File: config.mk
export PLATFORM = sky130hd
export DESIGN_NAME = branch_predict_unit
export DESIGN_NICKNAME = d
export VERILOG_FILES = /design/src/rtl/bpu_pkg.sv /design/src/rtl/branch_resolve.sv /design/src/rtl/branch_predict_unit.sv
export SDC_FILE = /design/constraint.sdc
export NUM_CORES = 1
export LEC_CHECK = 0
export BUFFER_PORTS_ARGS = -buffer_cell sky130_fd_sc_hd__buf_2
export CORE_ASPECT_RATIO = 1.75
export CORE_MARGIN = 3
export CORE_UTILIZATION = 55
export DETAILED_ROUTE_END_ITERATION = 8
export PLACE_DENSITY = 0.75
export REMOVE_ABC_BUFFERS = 1
export SYNTH_ARGS = -nofsm -noshare
export SYNTH_HDL_FRONTEND = slang
export SYNTH_SLANG_ARGS = --single-unit
File: constraint.sdc
create_clock -name clk -period 6.1 [get_ports clk]
set_input_delay 1.22 -clock clk [delete_from_list [all_inputs] [get_ports clk]]
set_output_delay 1.22 -clock clk [all_outputs]
set_load 0.03 [all_outputs]
File: src/rtl/bpu_pkg.sv
// bpu_pkg: opcode/funct3 constants, two-bit counter states and saturating update helper.
package bpu_pkg;
    localparam logic [6:0] OP_BRANCH = 7'b1100011;
    localparam logic [6:0] OP_JAL    = 7'b1101111;
    localparam logic [6:0] OP_JALR   = 7'b1100111;
    localparam logic [2:0] F3_BEQ  = 3'b000;
    localparam logic [2:0] F3_BNE  = 3'b001;
    localparam logic [2:0] F3_BLT  = 3'b100;
    localparam logic [2:0] F3_BGE  = 3'b101;
    localparam logic [2:0] F3_BLTU = 3'b110;
    localparam logic [2:0] F3_BGEU = 3'b111;
    typedef enum logic [1:0] {SNT = 2'b00, WNT = 2'b01, WT = 2'b10, ST = 2'b11} cnt_state_t;
    function automatic cnt_state_t sat_update(input cnt_state_t c, input logic taken);
        return taken ? (c == ST ? ST : cnt_state_t'(c + 2'd1))
                     : (c == SNT ? SNT : cnt_state_t'(c - 2'd1));
    endfunction
endpackage

File: src/rtl/branch_resolve.sv
// branch_resolve: combinational branch/jump outcome for the execute stage.
module branch_resolve
    import bpu_pkg::*;
(
    input  logic       valid_i,
    input  logic [6:0] op_i,
    input  logic [2:0] funct3_i,
    input  logic       zero_i,
    input  logic       alu_lsb_i,
    output logic       pcsrc_o,
    output logic       is_branch_o,
    output logic       upd_o,
    output logic       jump_o
);
    logic legal, cond;
    always_comb begin
        legal       = funct3_i inside {F3_BEQ, F3_BNE, F3_BLT, F3_BGE, F3_BLTU, F3_BGEU};
        // funct3[0] inverts the sense; funct3[2] picks the slt result over the zero flag
        cond        = funct3_i[2] ? (alu_lsb_i ^ funct3_i[0]) : (zero_i ^ funct3_i[0]);
        is_branch_o = valid_i && op_i == OP_BRANCH;
        upd_o       = is_branch_o && legal;
        jump_o      = valid_i && (op_i == OP_JAL || op_i == OP_JALR);
        pcsrc_o     = jump_o || (upd_o && cond);
    end
endmodule

File: src/rtl/branch_predict_unit.sv
// branch_predict_unit: bimodal BHT predictor with execute-stage resolution and statistics.
// Optional gshare indexing is enabled with the macro BPU_GSHARE_EN.
module branch_predict_unit
    import bpu_pkg::*;
#(
    parameter int XLEN  = 32,
    parameter int IDX_W = 6,
    parameter int CNT_W = 32
) (
    input  logic             clk,
    input  logic             rst_n,
    input  logic [XLEN-1:0]  pc_f,
    output logic             pred_taken_f,
    input  logic             valid_e,
    input  logic [6:0]       op_e,
    input  logic [2:0]       funct3_e,
    input  logic             zero_e,
    input  logic             alu_lsb_e,
    input  logic [XLEN-1:0]  pc_e,
    input  logic             pred_taken_e,
    output logic             pcsrc_e,
    output logic             mispredict_e,
    output logic [CNT_W-1:0] cnt_branch,
    output logic [CNT_W-1:0] cnt_mispred
);
    localparam int N = 1 << IDX_W;
    cnt_state_t       bht_q [N];
    cnt_state_t       upd_cnt_d;
    logic [IDX_W-1:0] lk_idx, up_idx;
    logic [CNT_W-1:0] cnt_branch_q, cnt_branch_d, cnt_mispred_q, cnt_mispred_d;
    logic             is_branch, upd, jump;
    logic             unused_pc_bits;

    branch_resolve u_resolve (
        .valid_i     (valid_e),
        .op_i        (op_e),
        .funct3_i    (funct3_e),
        .zero_i      (zero_e),
        .alu_lsb_i   (alu_lsb_e),
        .pcsrc_o     (pcsrc_e),
        .is_branch_o (is_branch),
        .upd_o       (upd),
        .jump_o      (jump)
    );

`ifdef BPU_GSHARE_EN
    logic [IDX_W-1:0] ghr_q, ghr_d;
    assign ghr_d  = upd ? ((ghr_q << 1) | IDX_W'(pcsrc_e)) : ghr_q;
    assign lk_idx = pc_f[IDX_W+1:2] ^ ghr_q;
    assign up_idx = pc_e[IDX_W+1:2] ^ ghr_q;
    always_ff @(posedge clk) ghr_q <= !rst_n ? '0 : ghr_d;
`else
    assign lk_idx = pc_f[IDX_W+1:2];
    assign up_idx = pc_e[IDX_W+1:2];
`endif

    assign unused_pc_bits = ^{pc_f[XLEN-1:IDX_W+2], pc_f[1:0], pc_e[XLEN-1:IDX_W+2], pc_e[1:0]};

    // Lookup reads the registered table, so a same-cycle update is not bypassed
    assign pred_taken_f  = bht_q[lk_idx][1];
    assign upd_cnt_d     = sat_update(bht_q[up_idx], pcsrc_e);
    assign mispredict_e  = jump ? 1'b1 : (is_branch ? (pcsrc_e != pred_taken_e) : 1'b0);
    assign cnt_branch_d  = cnt_branch_q + CNT_W'(upd);
    assign cnt_mispred_d = cnt_mispred_q + CNT_W'(mispredict_e);
    assign cnt_branch    = cnt_branch_q;
    assign cnt_mispred   = cnt_mispred_q;

    always_ff @(posedge clk) begin
        if (!rst_n) begin
            for (int i = 0; i < N; i++) bht_q[i] <= WNT;
            cnt_branch_q  <= '0;
            cnt_mispred_q <= '0;
        end else begin
            if (upd) bht_q[up_idx] <= upd_cnt_d;
            cnt_branch_q  <= cnt_branch_d;
            cnt_mispred_q <= cnt_mispred_d;
        end
    end
endmodule

==> run metrics, run 1 <==
post-synthesis sequential element count ~190; Synth Warn # 0; clk_lat worst skew 0.44 ns; Finished Layout Cells approximately 1.3k; Clock transition at path regs about 0.070 ns; Starting Density a little under three fifths; Peak VDD IR between 0.00015 and 0.0002 V; via/cell ratio 6.227; average size of a mapped cell ~11 um^2; clk buf depth 2; Max Clock Skew ~0.012 ns; Static Leak roughly 4.2 nW; Die Area ~21,000 um^2; f_max between 200 and 250 MHz; First DRT Iteration DRCs 660; # nets final around 1.1k; number of global-route vias before repair around 8k; Main synth FF type edfxtp_1; placed instance area approximately 11,000 um^2; crit path capture type primary output; I/O pin total 147; FF-to-FF Start bht_q[23][1]; synth unique cells 63; final hold vios 0; Remaining Overflow, GRT 0; cts bufs inserted 17; Final ANT Viol Nets 0; Synth Area in Compound Gates between 10% and 20%; # rows 66; worst setup path end pred_taken_f; Die Height 188.6 um; ant diodes 0; GRT Util Overall between 20% and 30%; Slowest Stage Delay on Critical Path between 0.6 and 0.7 ns; largest net degree at the start of global routing about 110; Clock Sinks ~190; worst hold path type reg -> reg; sequential area share after synthesis between 40% and 50%; initial antenna violation count 0; CP cell instances buf_2 > mux4_2 > mux4_2 > nor2b_1 > a211oi_1 > a21oi_1 > buf_2; Area growth, synth to finish 10.87%; crit path time final 4.764 ns; clock root buffer clkbuf_16; fin util slightly above 60%; max_slew headroom between 20% and 30%; Post-Synth Adder-Cell Area 0.4778%; core area roughly 19,000 um^2; wirelength, routed 26.59 mm; slack of the worst reg-to-reg path between 2 and 3 ns; xor and xnor area share after synthesis approximately 4.3%; CP startpoint pc_f[2]; largest family of logic cells by synthesized area simple AND/OR/NAND/NOR gates; CTS resizes 0; worst hold path startpoint cnt_branch[31]; first-pass GRT wire length roughly 41 mm; IO buf count 94; Max-Cap Viols 0; Crit Path Class in -> out; Die W 110.3 um; FFs w/ async S/R, synth 0%; critical path launch point type primary input; fin crit share between 70% and 80%; r2r worst-path depth 8; Slew @ Worst Pin approximately 1.2 ns; Mapped Cells approximately 960; Synth Cell Area between 10,000 and 15,000 um^2; Setup Viol. Count Final 0; Worst Path Arrival around 3.5 ns; status finished, final reports clean; post-CTS setup repair buffer count 0; multiplexer share of the synthesized area 8.935%; Post-Place Cells 1,234; Post-CTS Hold Buffers 0; WL/cell between 20 and 25 um; CTS tree built; setup_tns 0 ns; routability cong. approximately 0.94; final hold slack ~0.50 ns; DRC 0; Pins Over Slew Limit 0; critical path required time around 5 ns; 1st-pass router iterations 5; Reg-to-Reg End bht_q[34][0]; finished layout cell area roughly 12,000 um^2; H-tree levels 4; HPWL after DPL about 18 mm; share of cells above drive strength 1 between 20% and 30%; maximum fanout along the worst path 16; Power Dens Cells between 200 and 250 nW/um^2; Crit-path slowest cell mux4_2; RSZ-0062 raised after global routing false; simple-gate portion of the synthesized area 17.44%; via count a little under 8k; Post-synth EDFFs 128
==> power breakdown <==
group,switching [mW],leakage (nW),internal (mW)
Sequential,0.0113,1.66,1.40
Clock,0.501,0.292,0.593
Combinational,0.204,2.22,0.0890
==> placed cells by master (no fill, tap or decap), types with 4 or more instances in the layout <==
cell / count
nand3_1: 31
mux2_2: 6
and2_1: 54
nor3_1: 9
buf_2: 93
a32oi_1: 4
and4_1: 4
edfxtp_1: 128
dfxtp_1: 64
xnor2_1: 36
ha_1: 4
a21boi_0: 13
clkbuf_16: 17
xor2_1: 16
and3_1: 13
a221oi_1: 4
o211ai_1: 4
inv_4: 4
inv_1: 5
nand2b_1: 6
nor3_2: 4
nor4_1: 5
a22oi_1: 11
a21oi_2: 60
nor2_1: 22
or3_1: 13
mux2i_1: 17
a211oi_1: 6
nand4_1: 15
o21ai_0: 21
a21oi_1: 9
mux4_2: 31
o21bai_1: 60
nor2b_1: 10
nand2_1: 158
buf_4: 14
==> how the worst min path moves through the flow <==
stage	end	slack [ns]	depth (start not counted)
6_report	cnt_branch[31]	0.50	2
4_1_cts	cnt_branch[31]	0.51	2
5_1_grt	cnt_branch[31]	0.54	2
3_5_place_dp	cnt_branch[31]	0.49	2
2_1_floorplan	cnt_branch[31]	0.62	2
3_3_place_gp	cnt_branch[31]	0.47	2
==> cells in the mapped netlist, drive strengths merged, types with 5 or more instances <==
cell type	n	share of area [%]
nand2	158	5.7
dfxtp	64	12
and3	13	0.78
a211oi	6	0.43
mux2i	17	1.6
nand2b	6	0.36
mux2	6	0.64
buf	33	2.4
o21bai	60	4.3
or3	15	0.99
nor2	23	0.90
nor2b	10	0.60
and2	55	3.3
clkbuf	36	1.3
a21oi	70	5.5
edfxtp	128	37
nand3	31	1.5
nand4	15	0.90
a22oi	11	0.79
a21boi	14	1.0
nor4	5	0.30
nor3	13	0.62
mux4	31	6.7
o21ai	22	1.1
xnor2	36	3.0
xor2	16	1.3
inv	6	0.21
==> critical path, delay by kind of cell <==
family                 cells  cell delay [ns]
muxes                      2             1.13
buffers and inverters      2             0.70
AOI/OAI and AO/OA          2             0.33
and+or+nand+nor            1             0.16
==> layout make-up <==
cell class	instances	area [um^2]
fill	1609	7049
clock buffer	19	452.9
sequential	192	5125
clock inverter	13	123.9
tap	238	297.8
inverter	6	22.52
multi-input combinational	689	4981
timing repair buffer	109	610.6
==> cell families (layout without fill, tap and decap cells) <==
family,count (synthesis),count (layout)
AOI/OAI and AO/OA,216,216
xor gates and xnor gates,52,52
adders and majority gates,4,4
buffers and inverters,75,147
DFF,192,192
muxes,54,54
and+or+nand+nor,363,363
==> registers in the layout, indices dropped and copies added (netlist names) <==
name and cells:
bht_q 128, cnt_branch 32, cnt_mispred 32
==> through the flow <==
stage / setup WS (ns) / power [mW]
finish: 1.336 / 2.800
global route: 1.218 / 2.880
CTS: 1.348 / 2.813
detailed placement: 1.151 / 1.731
global placement: 1.176 / 1.729
floorplan: 0.6490 / 1.594
==> per-layer routing <==
metal	vias up	GRT usage, %	wire (um)
met3	116	4.491	1891
met1	3754	29.19	9114
met2	377	46.19	13710
met5	-	0	0
met4	0	17.21	1873
li1	3636	-	-
Power figures use the tool's default switching activity.
==> run 2: changes to the inputs <==
- CORE_UTILIZATION: 55 -> 53
- PLACE_DENSITY: 0.75 -> 0.76
- clock period: 6.1 -> 4.3 ns (I/O delays scaled with it)
==> run metrics, run 2 (same netlist as run 1, synthesis figures left out) <==
Slew @ Worst Pin 0.8514 ns (-0.3230 ns); Clock transition at path regs 0.07 ns (about the same); RSZ-0062 raised after global routing false; Worst Path Arrival 3.01 ns (-0.53 ns); cts bufs inserted 17 (unchanged); worst hold path startpoint cnt_branch[31]; wirelength, routed 27.65 mm (+4.0%); post-CTS setup repair buffer count 0 (unchanged); CTS resizes 0 (unchanged); # rows 67 (+1.5%); Pins Over Slew Limit 0 (unchanged); Reg-to-Reg End bht_q[25][0]; maximum fanout along the worst path 9 (-7); Most flops, register bht_q; Final ANT Viol Nets 0 (unchanged); critical path required time 3.44 ns (-1.44 ns); routability cong. 0.9431 (+0.70%); Max Clock Skew 0.006281 ns (-0.005881 ns); clock root buffer clkbuf_16; slack of the worst reg-to-reg path 1.22 ns (-1.62 ns); Peak VDD IR 0.0002151 V (+25%); Area growth, synth to finish 13.28%; crit path time final 3.871 ns; First DRT Iteration DRCs 750 (+14%); Max-Cap Viols 0 (unchanged); Power Dens Cells 333.2 nW/um^2 (+38%); Starting Density 54.33% (-1.8 points); Post-CTS Hold Buffers 0 (unchanged); Clock Sinks 192 (unchanged); initial antenna violation count 0 (unchanged); max FFs per register 128 (unchanged); Static Leak 4.336 nW (+3.9%); finished layout cell area 11,870 um^2 (+2.2%); placed instance area 11,310 um^2 (+2.4%); register area 5125 um^2 (unchanged); post-route setup slack 0.4291 ns (-0.9073 ns); clk_lat worst skew 0.44 ns (about the same); DRC 0 (unchanged); CTS tree built; Remaining Overflow, GRT 0 (unchanged); 1st-pass router iterations 5 (unchanged); critical path launch point type primary input; Die W 112.3 um (+1.8%); number of global-route vias before repair 8,036 (+3.2%); # nets final 1,127 (+2.5%); largest net degree at the start of global routing 92 (-13%); r2r worst-path depth 8 (unchanged); FF-to-FF Start bht_q[23][1]; FILL cells 1,591 (-1.1%); Overall Power 3.954 mW (+41%); WL/cell 21.32 um (+1.5%); CP startpoint pc_f[2]; final hold vios 0 (unchanged); worst setup path end pred_taken_f; most frequent cells in the layout nand2_1 (158), edfxtp_1 (128), buf_2 (93); via count 8,144 (+3.3%); HPWL after DPL 19.40 mm (+6.0%); IO buf count 94 (unchanged); f_max 258.3 MHz; Die Area 21,550 um^2 (+3.6%); status finished, final reports clean; ant diodes 0 (unchanged); crit path capture type primary output; post-place setup slack 0.1419 ns (-1.009 ns); multi-input logic area 4961 um^2 (-0.40%); most common cell after layout, fill and taps aside nand2_1; Crit Path Class in -> out; max_slew headroom 43.11% (+22 points); H-tree levels 4 (unchanged); core area 19,280 um^2 (+3.3%); share of cells above drive strength 1 26.99% (+1.6 points); first-pass GRT wire length 42.29 mm (+2.3%); clk buf depth 2 (unchanged); Setup Viol. Count Final 0 (unchanged); via/cell ratio 6.279 (+0.84%); GRT Util Overall 25.66% (-0.96 points); Die Height 192.0 um (+1.8%); I/O pin total 147 (unchanged); worst hold path type reg -> reg; fin crit share about nine tenths
run 2: worst min path at each step:
stage | slack [ns] | endpoint | cells past startpoint
2_1_floorplan | 0.62 | cnt_branch[31] | 2
3_3_place_gp | 0.48 | cnt_branch[31] | 2
4_1_cts | 0.50 | cnt_branch[31] | 2
6_report | 0.50 | cnt_branch[31] | 2
3_5_place_dp | 0.49 | cnt_branch[31] | 2
5_1_grt | 0.56 | cnt_branch[31] | 2
run 2: power by group:
group,switching [mW],internal [mW]
Sequential,0.0166,1.99
Combinational,0.297,0.144
Clock,0.707,0.801
run 2: cell type report:
type / instances / share of cell area, %
Clock buffer: 19 / 3.912
Clock inverter: 13 / 0.8119
Inverter: 6 / 0.1898
Multi-Input combinational cell: 689 / 41.81
Sequential cell: 192 / 43.19
Tap cell: 241 / 2.541
Timing Repair Buffer: 137 / 7.550
run 2: metrics by stage:
| stage | utilization, % | hold slack [ns] | setup TNS, ns | cells |
|---|---|---|---|---|
| after CTS | 61.54 | 0.5041 | 0 | 1297 |
| after global routing | 61.54 | 0.5551 | 0 | 1297 |
| final | 61.54 | 0.4984 | 0 | 1297 |
| after global placement | 58.64 | 0.4755 | 0 | 1265 |
| after detailed placement | 58.64 | 0.4935 | 0 | 1265 |
| after floorplan | - | 0.6156 | -40.61 | 887 |
run 2: worst max-delay path: stages:
cell      delay, ns
buf_2          0.23
buf_4          0.29
mux4_2         0.53
mux4_2         0.54
a211oi_1       0.27
a21oi_1        0.09
buf_2          0.19
run 2: layer usage:
metal	vias up	track usage, %	share of wire [%]	wire (um)
met5	-	0	0	0
met4	0	16.75	6.3	1740
met3	108	5.265	8.2	2254
met2	435	45.59	52	14470
met1	3920	27.32	33	9180
li1	3681	-	-	-
==> run 3: changes to the inputs <==
- CORE_UTILIZATION: 53 -> 55
- GPL_ROUTABILITY_DRIVEN: not set -> 1
- PLACE_DENSITY: 0.76 -> 0.75
- clock period: 4.3 -> 4.2 ns (I/O delays scaled with it)
==> run metrics, run 3 (same netlist as run 1, synthesis figures left out) <==
status finished, final reports clean; critical path launch point type primary input; r2r worst-path depth 8 (unchanged); Die W 110.3 um (-1.7%); Most flops, register bht_q; Setup Viol. Count Final 0 (unchanged); First DRT Iteration DRCs 766 (+2.1%); CTS tree built; Max Clock Skew 0.009598 ns (+0.003317 ns); wirelength, routed 26.98 mm (-2.4%); Finished Layout Cells 1,294 (-0.23%); worst hold path type reg -> reg; GRT met3 Usage 4.765% (-0.50 points); share of cells above drive strength 1 26.70% (-0.28 points); max FFs per register 128 (unchanged); GRT Max-Usage Layer met2; f_max around 270 MHz; Static Leak 4.352 nW (+0.38%); routability cong. 1.003 (+6.3%); clk_lat worst skew 0.43 ns (about the same); worst setup path end pred_taken_f; Die Height 188.6 um (-1.8%); H-tree levels 4 (unchanged); Remaining Overflow, GRT 0 (unchanged); CTS resizes 0 (unchanged); Worst Path Arrival 2.82 ns (-0.19 ns); Max-Cap Viols 0 (unchanged); Final ANT Viol Nets 0 (unchanged); number of global-route vias before repair 7,852 (-2.3%); final hold vios 0 (unchanged); Pins Over Slew Limit 0 (unchanged); Starting Density 56.13% (+1.8 points); core area 18,660 um^2 (-3.2%); Crit Path Class in -> out; # rows 66 (-1.5%); via count 8,058 (-1.1%); HPWL after DPL 19.05 mm (-1.8%); Slew @ Worst Pin 0.7788 ns (-0.07255 ns); Die Area 20,800 um^2 (-3.5%); Peak VDD IR 0.0002314 V (+7.6%); max_slew headroom 47.89% (+4.8 points); Area growth, synth to finish 13.81%; Reg-to-Reg End bht_q[32][1]; slack of the worst reg-to-reg path 1.40 ns (+0.18 ns); post-CTS setup repair buffer count 0 (unchanged); WL/cell 20.85 um (-2.2%); crit path capture type primary output; Clock Sinks 192 (unchanged); Clock transition at path regs 0.07 ns (about the same); fin crit share 87.18%; most common cell after layout, fill and taps aside nand2_1; maximum fanout along the worst path 16 (+7); IO buf count 94 (unchanged); Post-Place Cells 1,262 (-0.24%); DRC 0 (unchanged); 1st-pass router iterations 5 (unchanged); largest net degree at the start of global routing 64 (-30%); met2 Track Usage GR 46.63% (+1.0 points); Post-CTS Hold Buffers 0 (unchanged); worst hold path startpoint cnt_branch[31]; clock root buffer clkbuf_16; most frequent cells in the layout nand2_1 (158), edfxtp_1 (128), buf_2 (93); met1 GRT Util 30.39% (+3.1 points); cts bufs inserted 17 (unchanged); ant diodes 0 (unchanged); CP startpoint pc_f[3]; crit path time final 3.662 ns; critical path required time 3.36 ns (-0.08 ns); I/O pin total 147 (unchanged); finished layout cell area 11,920 um^2 (+0.46%); RSZ-0062 raised after global routing false; placed instance area 11,330 um^2 (+0.19%); GRT Util Overall 26.77% (+1.1 points); first-pass GRT wire length 41.68 mm (-1.4%); Power Dens Cells 348.3 nW/um^2 (+4.5%); initial antenna violation count 0 (unchanged); clk buf depth 2 (unchanged); # nets final 1,127 (unchanged); via/cell ratio 6.227 (-0.83%); FF-to-FF Start bht_q[23][1]
-- run 3: per-layer routing --
layer	vias to the layer above	share of wire, %
li1	3675	-
met1	3934	35
met2	368	53
met3	81	7.4
met4	0	5.2
met5	-	0
-- run 3: how the worst min path moves through the flow --
stage / to / slack [ns] / cells past startpoint
final: cnt_branch[31] / 0.49 / 2
after global routing: cnt_branch[31] / 0.53 / 2
after CTS: cnt_branch[31] / 0.49 / 2
after detailed placement: cnt_branch[31] / 0.48 / 2
after global placement: cnt_branch[31] / 0.47 / 2
after floorplan: cnt_branch[31] / 0.62 / 2
-- run 3: critical path: stages --
cell      delay, ns
buf_2          0.43
mux4_2         0.42
mux4_2         0.50
nor2b_1        0.15
a211oi_1       0.21
a21oi_1        0.09
buf_2          0.18
-- run 3: layout make-up --
type | instances | area (um^2)
inverters | 6 | 22.52
flip-flops and latches | 192 | 5125
fillers | 1515 | 6741
well taps | 238 | 297.8
multi-input cells | 689 | 4961
clock inverters | 13 | 161.4
repair buffers | 137 | 920.9
clock buffers | 19 | 432.9
-- run 3: through the flow --
step | power, mW | hold slack [ns] | utilization, % | setup TNS [ns] | setup slack [ns]
after floorplan | 2.316 | 0.6156 | - | -45.73 | -0.8710
after global placement | 2.546 | 0.4674 | 60.69 | 0 | 0.3499
after detailed placement | 2.547 | 0.4847 | 60.69 | 0 | 0.3306
after CTS | 4.177 | 0.4944 | 63.88 | 0 | 0.5647
after global routing | 4.286 | 0.5324 | 63.88 | 0 | 0.4820
final | 4.152 | 0.4879 | 63.88 | 0 | 0.5384
-- run 3: report_power, final --
| group | switching, mW | internal (mW) | total [mW] | leakage, nW |
|---|---|---|---|---|
| clock | 0.700 | 0.940 | 1.64 | 0.290 |
| combinational | 0.304 | 0.156 | 0.460 | 2.40 |
| sequential | 0.0164 | 2.04 | 2.05 | 1.66 |
